File: config.mk
export PLATFORM = sky130hd
export DESIGN_NAME = m_phase_strobe_gen_flat
export DESIGN_NICKNAME = d
export VERILOG_FILES = /design/src/rtl/m_phase_strobe_gen_if.sv /design/src/rtl/m_phase_strobe_gen.sv /design/src/flat_wrapper.sv
export SDC_FILE = /design/constraint.sdc
export NUM_CORES = 1
export LEC_CHECK = 0
export CAP_MARGIN = 40
export CORE_MARGIN = 2
export CORE_UTILIZATION = 49
export CTS_CLUSTER_SIZE = 10
export DETAILED_ROUTE_END_ITERATION = 7
export PLACE_DENSITY = 0.75
export SETUP_SLACK_MARGIN = 0.3
export SLEW_MARGIN = 5
export SYNTH_ARGS = -nofsm -noshare
export SYNTH_HDL_FRONTEND = slang
export SYNTH_SLANG_ARGS = --single-unit
File: constraint.sdc
create_clock -name clk -period 2.21 [get_ports clk]
set_input_delay 0.3315 -clock clk [delete_from_list [all_inputs] [get_ports clk]]
set_output_delay 0.3315 -clock clk [all_outputs]
set_load 0.03 [all_outputs]
File: src/rtl/m_phase_strobe_gen_if.sv
// m_phase_strobe_gen_if: request, control and phase-strobe bundle for the phase strobe generator
interface m_phase_strobe_gen_if #(
  parameter int PHASES = 11,
  parameter int DWW    = 4
);
  logic              req;
  logic [DWW-1:0]    dwell;
  logic              hold;
  logic              abort;
  logic [PHASES-1:0] ph;
  logic              busy;
  logic              ack;
  logic [3:0]        phn;
  modport master (output req, dwell, hold, abort, input ph, busy, ack, phn);
  modport slave  (input req, dwell, hold, abort, output ph, busy, ack, phn);
endinterface

File: src/rtl/m_phase_strobe_gen.sv
// m_phase_strobe_gen: expands one start request into PHASES one-hot strobes with programmable dwell and REQ/ACK completion
module m_phase_strobe_gen #(
  parameter int PHASES = 11,
  parameter int DWW    = 4
) (
  input  logic              clk,
  input  logic              resetl,
  m_phase_strobe_gen_if.slave bus
);
  typedef enum logic [1:0] {IDLE, RUN, DONE} state_t;
  state_t            state;
  logic [DWW-1:0]    cnt;
  logic [PHASES-1:0] ph;
  logic              busy;
  logic              ack;
  logic [3:0]        phn;
  // sequencer: phase walk, dwell countdown, abort/hold handling and completion handshake
  always_ff @(posedge clk or negedge resetl)
    if (!resetl) begin
      state <= IDLE;
      cnt   <= '0;
      ph    <= '0;
      busy  <= 1'b0;
      ack   <= 1'b0;
      phn   <= '0;
    end else
      case (state)
        IDLE:
          if (bus.req) begin
            state <= RUN;
            ph    <= PHASES'(1);
            phn   <= '0;
            busy  <= 1'b1;
            cnt   <= bus.dwell;
          end
        RUN:
          if (bus.abort) begin
            state <= IDLE;
            ph    <= '0;
            busy  <= 1'b0;
            phn   <= '0;
            cnt   <= '0;
          end else if (!bus.hold) begin
            if (cnt != '0)
              cnt <= cnt - 1'b1;
            else if (phn != 4'(PHASES-1)) begin
              ph  <= ph << 1;
              phn <= phn + 4'd1;
              cnt <= bus.dwell;
            end else begin
              state <= DONE;
              ph    <= '0;
              busy  <= 1'b0;
              ack   <= 1'b1;
              phn   <= '0;
            end
          end
        DONE:
          if (!bus.req) begin
            state <= IDLE;
            ack   <= 1'b0;
          end
        default: state <= IDLE;
      endcase
  assign bus.ph   = ph;
  assign bus.busy = busy;
  assign bus.ack  = ack;
  assign bus.phn  = phn;
endmodule

File: src/flat_wrapper.sv
// flat-port wrapper written by rule: the top's interface ports become plain ports
module m_phase_strobe_gen_flat 
#(
  parameter int PHASES = 11,
  parameter int DWW    = 4
)
  (clk, resetl, bus_req, bus_dwell, bus_hold, bus_abort, bus_ph, bus_busy, bus_ack, bus_phn);
  m_phase_strobe_gen_if #(.PHASES(PHASES), .DWW(DWW)) bus_i ();
  input  logic clk;
  input  logic resetl;
  input wire logic [$bits(bus_i.req)-1:0] bus_req;
  input wire logic [$bits(bus_i.dwell)-1:0] bus_dwell;
  input wire logic [$bits(bus_i.hold)-1:0] bus_hold;
  input wire logic [$bits(bus_i.abort)-1:0] bus_abort;
  output wire logic [$bits(bus_i.ph)-1:0] bus_ph;
  output wire logic [$bits(bus_i.busy)-1:0] bus_busy;
  output wire logic [$bits(bus_i.ack)-1:0] bus_ack;
  output wire logic [$bits(bus_i.phn)-1:0] bus_phn;
  assign bus_i.req = bus_req;
  assign bus_i.dwell = bus_dwell;
  assign bus_i.hold = bus_hold;
  assign bus_i.abort = bus_abort;
  assign bus_ph = bus_i.ph;
  assign bus_busy = bus_i.busy;
  assign bus_ack = bus_i.ack;
  assign bus_phn = bus_i.phn;
  m_phase_strobe_gen #(.PHASES(PHASES), .DWW(DWW)) u_core (.clk(clk), .resetl(resetl), .bus(bus_i));
endmodule
; Word level (Yosys, flattened, before mapping)
; Index checks and enable logic that the tools add are counted.
; W data, S select, Z words.
[totals]
register_bits = 23
wordCells = 67
[op_classes]
mux = 37
eq_ne = 13
reduce_logical = 9
addsub = 2
[ops]
columns = op, count
row1 = $mux W11, 5
row2 = $mux W4, 10
row3 = $pmux W11 S2, 1
row4 = $pmux W4 S2, 2
row5 = $mux W2, 6
row6 = $ne A2 B2 Y1 const B, 6
row7 = $mux W1, 10
row8 = $reduce_and A5 Y1, 2
row9 = $ne A3 B3 Y1 const B, 3
row10 = $reduce_and A4 Y1, 2
row11 = $pmux W2 S3, 1
row12 = $reduce_and A6 Y1, 1
row13 = $add A4 B1 Y4 const B, 1
row14 = $ne A4 B2 Y1 const B, 1
row15 = $ne A4 B4 Y1 const B, 1
row16 = $pmux W1 S2, 2
row17 = $reduce_bool A2 Y1, 2
row18 = $reduce_bool A4 Y1, 1
row19 = $sub A4 B1 Y4 const B, 1
row20 = $eq A2 B1 Y1 const B, 1
row21 = $eq A2 B2 Y1 const B, 1
row22 = $logic_not A2 Y1, 1

; Logic depth before layout (Yosys ltp)
[logic_depth]
word_depth = 6
depth_mapped = 7
mapped_depth_nobuf = 6

; Worst setup path before layout
; Ideal clock, no wire load.
[synth_timing]
kind = reg-to-reg
from = register u_core.cnt[0]
to = register u_core.ph[1] (netlist: u_core.bus.ph[1])
path_slack_ns = 0.385
period_less_slack_ns = 1.825
arrival_ns = 1.704
required_ns = 2.089
setup_time_ns = 0.121
stages_incl_launch_ff = 8
cell_sequence = dfrtp_1 inv_1 ha_1 or3b_2 nand2_1 nand2_2 buf_6 a22o_2
[synth_via]
elab_chain_cells = 3
[synth_lines]
columns = item, line
row1 = from (decl), m_phase_strobe_gen.sv:12  ; logic [DWW-1:0] cnt;
row2 = from (signal assigned), m_phase_strobe_gen.sv:34  ; cnt <= bus.dwell;
row3 = from (signal assigned), m_phase_strobe_gen.sv:45  ; cnt <= cnt - 1'b1;
row4 = from (signal assigned), m_phase_strobe_gen.sv:49  ; cnt <= bus.dwell;
row5 = $reduce_bool A4 Y1, m_phase_strobe_gen.sv:44  ; if (cnt != '0)
row6 = $ne A3 B3 Y1 (no line), -
row7 = $reduce_and A4 Y1 (no line), -
row8 = to (signal assigned), m_phase_strobe_gen.sv:47  ; ph <= ph << 1;
row9 = to (decl), m_phase_strobe_gen.sv:13  ; logic [PHASES-1:0] ph;
; No other way between the ends.
; A chain may end at the register's enable or synchronous reset.

; Worst setup path in the final report
[layout_timing]
from = register u_core.phn[1] (netlist: u_core.bus.phn[1])
to = output port bus_phn[1]
[layout_rtl]
columns = item, line
row1 = from (decl), m_phase_strobe_gen.sv:16  ; logic [3:0] phn;
row2 = from (signal assigned), m_phase_strobe_gen.sv:48  ; phn <= phn + 4'd1;
row3 = to (decl), flat_wrapper.sv:18  ; output wire logic [$bits(bus_i.phn)-1:0] bus_phn;
; No word-level cell between the ends.

==> flow_summary.toml <==
[status]
outcome = "finished clean"

[worst_setup_path]
critical_path_buf_inv_count = 1
worst-setup-path-type = "flop to output port"
critical_path_sink_type = "output port"
cp_top_family = "buffers and inverters"
worst-endpoint-required_ns = 1.88
critical-path-slowest-cell = "sky130_fd_sc_hd__clkdlybuf4s50_1"
worst_setup_path_start_kind = "flop"
timing.critical_path.slowest_cell_delay_ns = 0.70
cp_data_arrival_time_ns = 1.46
crit_chain = "clkdlybuf4s50_1"
worst-path-max-fanout = 5

[synth]
top_flip_flop_cell_by_instance_count_after_synthesis = "sky130_fd_sc_hd__dfrtp_1"
synth_top_cell_by_area = "sky130_fd_sc_hd__dfrtp_1"
yosys-top-cells-area = "sky130_fd_sc_hd__dfrtp_1 49%, sky130_fd_sc_hd__a22o_2 8.5%, sky130_fd_sc_hd__ha_1 4.3%"
synth_top_area_share_pct = 49.1
synth-edff-count = 0
compound_cell_area_share_of_the_yosys_netlist_pct = 23.9
post_synth.cell_area_avg_um2 = 12.0
post_synth_xor_area_fraction_pct = 0
synthesis.nets = 111
synthCells = 98
synth_cell_type_count = 35
ys_seq_elements = 23
synth.cells.most_frequent = "23 x sky130_fd_sc_hd__dfrtp_1, 10 x sky130_fd_sc_hd__a22o_2, 6 x sky130_fd_sc_hd__inv_1, 6 x sky130_fd_sc_hd__o21ai_0"
muxShareOfSynthArea_pct = 4.59
yosys_warns = 0
largest_family_of_logic_cells_by_synthesized_area = "compound AO/OA/AOI/OAI gates"
synth_adder_area_share_pct = 4.27
mappedNetlistArea_um2 = 1170
synth_simple_gate_area_share_pct = 12.6
async_flop_share_pct = 100
synth-seq-area-share_pct = 49.1
post-synth-top-count-cell = "sky130_fd_sc_hd__dfrtp_1"

[cells_and_area]
multiInputGateArea_um2 = 553
n_antenna_cell = 0
post_route_cells_drive_above_1_share_pct = 25.0
register_area_um2 = 576
final.fill_count = 185
finish.net_count = 142
final_cells = 156
flow.area_growth_from_synthesis_pct = 28.1

[timing]
timing_max_transition_violations_final = 0
achievable-frequency_mhz = 557
layout_worst_path_cycle_share_pct = 81.2
timing.final.hold_violations = 0
finalSetupViolations = 0
timing_worst_slew_pin_value_ns = 0.340
unrepaired_setup_endpoints_after_global_routing = "no"
post-route-min-period_ns = 1.79
fin_setup_tns_ns = 0
timing.slew.headroom_pct = 77.0
clock-skew-final_ns = 0.00231

[power]
maximum_vdd_drop_mv = 0.460
p_total_mw = 1.12
cellPowerDensity_nw_per_um2 = 745
leakagePower_nw = 0.660

[clock_network]
insertion_delay_ns = 0.31
tritoncts_clock_tree = "yes"
max_root_sink_buffers = 2
clock_sinks = 23
postCtsHoldBufs = 0
clock_tree.root_cell = "sky130_fd_sc_hd__clkbuf_4"
clk_pin_slew_worst_paths_ns = 0.12
cts-buffers-inserted = 3
htree_num_levels = 1

[placement]
place_inst = 149
gp_routability_congestion = 0.773
place.detailed.hpwl_um = 1730
port-buffer-count = 25

[drt]
post_drt_wl_per_cell_um = 15.2
route.vias.total = 897
first_iter_violations = 14
drc = 0
number_of_nets_with_antenna_violations_after_routing = 0
postRouteWirelength_um = 2370
first_pass_iteration_count_of_the_detailed_router = 4
viasPerCell = 5.75

[floorplanning]
top_level_i_o_count = 26
die_height_um = 52.9
die_area_um2 = 2800
initial_core_utilization_pct = 52.4
core_area_um2 = 2230
placementRows = 17
fp.dieW_um = 52.9

[grt]
global_route.overflow_total = 0
grt_start_max_net_pins = 24
first_global_vias = 841
antenna_found_initial = 0
grtUsageTotal_pct = 20.0
global_route_wire_length_before_repair_um = 4020

[worst_hold_path]
hp-class = "input pin to asynchronous set/reset pin"

[run]
max-cap-violations = 0
==> cell type report <==
class	count	share of cell area (%)
multi-input combinational	66	36.9
inverter	6	1.50
timing repair buffer	29	19.2
clock buffer	4	1.75
sequential	23	38.4
tap	28	2.34
==> state kept, by name, summed over array words and instances (netlist names) <==
signal / flops
u_core.bus.ph: 11
u_core.state: 2
u_core.bus.ack: 1
u_core.bus.busy: 1
u_core.cnt: 4
u_core.bus.phn: 4
==> through the flow <==
stage	utilization, %	cell area [um^2]	hold WS, ns	worst slack, ns
2_1_floorplan	-	1170	0.0359	0.385
6_report	67.2	1500	0.351	0.416
5_1_grt	67.2	1500	0.390	0.339
4_1_cts	65.8	1470	0.373	0.305
3_5_place_dp	64.0	1430	0.504	0.186
3_3_place_gp	64.0	1430	0.495	0.237
==> logic make-up after synthesis <==
family / Yosys count
adder cells (fa/ha/maj): 4
multiplexers: 5
AND/OR/NAND/NOR: 23
buffers and inverters: 10
AO/OA/AOI/OAI: 33
flip-flops: 23
==> worst paths after layout <==
kind | start | endpoint | slack (ns) | depth (start not counted)
worst max-delay path | u_core.bus.phn[1] | bus_phn[1] | 0.42 | 1
worst min-delay path | resetl | u_core.bus.ph[9] | 0.35 | 2
worst max register to register | u_core.cnt[1] | u_core.cnt[1] | 0.42 | 6
worst min register to register | u_core.bus.ack | u_core.bus.ack | 0.52 | 1
max in group asynchronous | resetl | u_core.bus.ack | 1.64 | 2
min in group clk | u_core.bus.ack | u_core.bus.ack | 0.52 | 1
==> worst reg2reg max path, stage by stage, from the launching register on <==
cell                      delay (ns)
sky130_fd_sc_hd__dfrtp_1        0.41
sky130_fd_sc_hd__inv_1          0.09
sky130_fd_sc_hd__ha_2           0.19
sky130_fd_sc_hd__nor3b_2        0.26
sky130_fd_sc_hd__nand3_1        0.17
sky130_fd_sc_hd__nand2_1        0.22
sky130_fd_sc_hd__mux2_2         0.36
==> per-layer routing <==
metal	up-vias	GRT usage, %	wire length (um)
met4	0	7.69	34
met3	4	3.39	101
met5	-	0	0
met1	438	25.9	1040
met2	23	33.1	1200
li1	432	-	-
==> placed cells by master, fill, tap and decap left out, drive strengths merged <==
master and instances:
inv 6, nand3b 1, a21oi 1, clkbuf 4
ha 4, clkdlybuf4s50 25, a22o 12, o31ai 2
and3b 1, a211o 1, buf 4, nor2 5
nor3 1, dfrtp 23, mux2 3, a22oi 1
and3 2, o41ai 1, o32a 1, nor3b 3
o211ai 3, o2bb2ai 3, o21ai 6, or3b 2
nand3 2, a32oi 1, a211oi 1, nor2b 2
nand2 4, mux2i 2, nand2b 1
==> where the power goes <==
part	internal [mW]	switching, mW	total (mW)
clock network	0.0705	0.122	0.193
registers	0.471	0.0547	0.526
logic	0.189	0.210	0.399
==> timing repair <==
| action | 4_1_cts | 5_1_grt |
|---|---|---|
| setup endpoints to repair | 15 | 17 |
| pin swaps | 0 | 1 |
| gates cloned | 0 | 1 |
| hold endpoints to repair | 0 | 0 |
| resized for setup | 3 | 5 |
| buffers inserted | 1 | 1 |
Note: power is estimated with default switching activity, not from simulation.
==> patch 1, RTL diff (same flow settings) <==
The 3 states of `state_t` get a one-hot encoding in 3 bits.
--- a/src/rtl/m_phase_strobe_gen.sv
+++ b/src/rtl/m_phase_strobe_gen.sv
@@ -9,3 +9,3 @@
 );
-  typedef enum logic [1:0] {IDLE, RUN, DONE} state_t;
+  typedef enum logic [2:0] {IDLE = 3'b001, RUN = 3'b010, DONE = 3'b100} state_t;
   state_t            state;
Check against the original RTL: same outputs for any inputs over 10 cycles, from zero or initial values and one cycle with resetl low; not proved beyond that.
==> patch 1 against the original RTL <==
Setup slack got worse by 0.093 ns; hold slack got worse by 0.011 ns; sequential cell count rose by 1; non-clock buffer count rose by 7; power rose by 38%; synthesized area rose by 12%; wire length rose by 24%; cell area rose by 14%; sequential power rose by 17%; critical path depth rose by 5; sequential share of layout area fell by 3.2 points; critical path type is now flop to flop; critical endpoint is now u_core.state[2]$_DFFE_PN0P_; largest power group unchanged.
==> patch 1: results (changes against the original RTL) <==
** Status
- The run finished with clean final reports.

** Global route
- The largest net degree at the start of global routing is 25 (+4.2%).
- The overall routing resource usage came to 0.204 (+0.00442).
- The met2 global-route usage is 0.330 (-0.00132).
- The met1 track demand over resource in global routing came to 0.283 (+0.0239).

** Synthesis
- The count of mapped cells out of synthesis came to 121 (+23%).
- Main area contributors after synthesis :: sky130_fd_sc_hd__dfrtp_1 (44%), sky130_fd_sc_hd__a22o_1 (6.7%), sky130_fd_sc_hd__ha_1 (3.8%)
- Sequential area share after synthesis :: 0.459 (-0.0320)
- The post-synthesis net count came to 134 (+21%).
- Mux cell area share after synthesis :: 0.00860 (-0.0373)

** Critical path
- STA classifies the critical path endpoint as a flop.
- CP max stage cell :: sky130_fd_sc_hd__or4b_1
- The highest net fanout along the worst path came to 4 (-1).
- Reg-to-reg setup timing slack :: 0.32 ns (-0.09 ns)
- End of the worst register-to-register path :: u_core.state[2]$_DFFE_PN0P_

** Cells and area
- The final instance area came to 0.00171 mm2 (+14%).
- Number of nets in the layout :: 169 (+19%)
- The number of multi-input combinational cells came to 83 (+26%).
- The fill cell instance count of the final layout came to 186 (+0.54%).

** Timing
- Worst hold slack across all endpoints :: 0.340 ns (-0.0109 ns)
- Slew at the pin with the worst max-slew slack :: 0.451 ns (+0.111 ns)
- Peak clock frequency supported by timing :: 530 MHz (-4.9%)

** Placement
- Worst-case setup slack after placement :: 0.107 ns (-0.0790 ns)
- The HPWL reported at the end of detailed placement came to 2110 um (+22%).

** CTS
- The clock-pin slew of the registers on the worst-case setup and hold paths is 0.14 ns (+0.02 ns).

** Detailed routing
- The wire length on met1 came to 1370 um (+32%).
- DR vias/cell :: 5.97 (+3.9%)

** Power
- The standby leakage power came to 0.712 nW (+7.9%).
## patch 1: cell types whose count changed in the layout (fill, tap and decap cells not counted), moves of 3 or more
cell,before,now
sky130_fd_sc_hd__a22o_1,2,10
sky130_fd_sc_hd__inv_1,5,8
sky130_fd_sc_hd__buf_4,3,11
sky130_fd_sc_hd__a31oi_1,0,3
sky130_fd_sc_hd__o211ai_1,3,0
sky130_fd_sc_hd__a22o_2,10,0
sky130_fd_sc_hd__a21oi_1,1,5
sky130_fd_sc_hd__o2bb2ai_1,3,0
## patch 1: what timing repair did
item | CTS | global route
endpoints found under the setup margin | 1 | 15
pin swaps | 0 | 2
gates resized for setup | 0 | 4
buffers inserted | 1 | 4
hold buffers | 0 | 0
## patch 1: where the power goes
part | switching (mW) | internal (mW) | total, mW
Clock | 0.142 | 0.183 | 0.325
Sequential | 0.102 | 0.513 | 0.615
Combinational | 0.307 | 0.291 | 0.598
==> patch 2, RTL diff (same flow settings) <==
Without the edit above. `DWW` is set to 4 in 3 places; all go to 2.
--- a/src/rtl/m_phase_strobe_gen_if.sv
+++ b/src/rtl/m_phase_strobe_gen_if.sv
@@ -3,3 +3,3 @@
   parameter int PHASES = 11,
-  parameter int DWW    = 4
+  parameter int DWW    = 2
 );
--- a/src/rtl/m_phase_strobe_gen.sv
+++ b/src/rtl/m_phase_strobe_gen.sv
@@ -3,3 +3,3 @@
   parameter int PHASES = 11,
-  parameter int DWW    = 4
+  parameter int DWW    = 2
 ) (
--- a/src/flat_wrapper.sv
+++ b/src/flat_wrapper.sv
@@ -4,3 +4,3 @@
   parameter int PHASES = 11,
-  parameter int DWW    = 4
+  parameter int DWW    = 2
 )
Interface: changed (resized bus_dwell); port bits go from 26 to 24. The function was not compared with the original's and may differ.
==> patch 2 against the original RTL <==
Wire length decreased by 17%; die area decreased by 6.2%; cell count increased by 7.7%; setup slack got worse by 0.0095 ns; synthesized area decreased by 6.7%; sequential cell count decreased by 2; via count decreased by 2.1%; clock skew decreased by 0.0018 ns; power increased by 21%; cell area decreased by 7.5%; critical path type unchanged; largest cell class unchanged.
==> patch 2: results (changes against the original RTL) <==
** Detailed routing
- Drt initial violations :: 12 (-2)
- Average detailed-routed wire length per instance :: 11.8 um (-22%)
- The total number of vias was 878 (-2.1%).

** Synthesis
- The portion of the post-synthesis area used by sequential elements is 0.481 (-0.0104).
- The commonest cells after synthesis are sky130_fd_sc_hd__nand2_1 (25), sky130_fd_sc_hd__dfrtp_1 (21), sky130_fd_sc_hd__o21ai_2 (9).
- The count of mapped cells out of synthesis came to 112 (+14%).

** Placement
- The final estimated routing congestion in global placement was 0.869 (+12%).
- The quantity of I/O buffers inserted on ports came to 23 (-8.0%).
- Placed cells :: 164 (+10%)
- The HPWL reported at the end of detailed placement is 1560 um (-9.8%).

** Critical path
- In this run the worst setup path begins at u_core.bus.phn[0]$_DFFE_PN0P_.
- Reg-to-reg setup timing slack :: 0.54 ns (+0.12 ns)
- End of the worst register-to-register path :: u_core.bus.phn[3]$_DFFE_PN0P_
- R2r worst-path depth :: 5 (-1)
- In this run the critical register-to-register path is launched from u_core.state[0]$_DFFE_PN0P_.
- Largest fanout on the critical path :: 6 (+1)
- Following the worst setup path forward leads to its endpoint at bus_phn[0].

** CTS
- The number of gates resized after cts came to 0 (-3).
- The clock latency at the later pin of the worst-skew pair is 0.29 ns (-0.02 ns).
- The buffers inserted during post-CTS setup optimization came to 0 (-1).

** Status
- The flow ran to the end, and the final reports show no timing, DRC or antenna violations.

** Cells and area
- The fill cell instance count of the final layout is 172 (-7.0%).
- The number of nets in the layout came to 150 (+5.6%).

** Power
- The standby leakage power came to 0.604 nW (-8.4%).
- The worst IR drop on VDD was 0.566 mV (+23%).

** Timing
- The transition time of the tightest slew-check pin was 0.383 ns (+0.0424 ns).
- Maximum clock skew at final layout :: 0.000525 ns (-0.00179 ns)

** Global route
- The global-route wire length before repair is 3440 um (-14%).
- Aggregate global-route resource usage :: 0.179 (-0.0205)
- The number of global-route vias before repair was 813 (-3.3%).
## patch 2: cell types whose count changed after synthesis, moves of 3 or more
cell	change
sky130_fd_sc_hd__o21ai_1	+3
sky130_fd_sc_hd__o21ai_2	+9
sky130_fd_sc_hd__a21oi_1	+4
sky130_fd_sc_hd__mux2_2	-3
sky130_fd_sc_hd__a22o_2	-10
sky130_fd_sc_hd__o211ai_1	-3
sky130_fd_sc_hd__nand2_1	+22
## patch 2: kinds of logic after synthesis
| kind of cell | after synthesis | synth area share |
|---|---|---|
| and+or+nand+nor | 43 | 0.206 |
| AOI/OAI and AO/OA | 33 | 0.223 |
| DFF | 21 | 0.481 |
| buffers and inverters | 13 | 0.0664 |
| adders and majority gates | 2 | 0.0229 |
## patch 2: routing by layer
layer / GRT usage / wire length [um]
met5: 0 / 0
met4: 0.0965 / 17
met3: 0.0380 / 72
met2: 0.299 / 989
met1: 0.216 / 902
## patch 2: where the power goes
group,internal [mW],switching (mW)
clock network,0.0673,0.112
registers,0.456,0.0823
logic,0.262,0.370
## patch 2: cell type report
| class | count | area (um2) | share of cell area |
|---|---|---|---|
| sequential | 21 | 526 | 0.379 |
| tap | 28 | 35.0 | 0.0252 |
| multi-input combinational | 78 | 494 | 0.356 |
| clock inverter | 1 | 5.00 | 0.00361 |
| timing repair buffer | 29 | 275 | 0.198 |
| clock buffer | 3 | 22.5 | 0.0162 |
| inverter | 8 | 30.0 | 0.0216 |
## patch 2: metrics by stage
step	setup WS, ns	total power, mW	hold WS, ns	utilization	instance area [um2]
after CTS	0.395	1.36	0.364	0.646	1390
after floorplan	0.442	1.01	0.0359	-	1090
final	0.407	1.35	0.367	0.646	1390
after global placement	0.251	1.16	0.464	0.633	1360
after global routing	0.330	1.45	0.372	0.646	1390
after detailed placement	0.212	1.18	0.492	0.633	1360
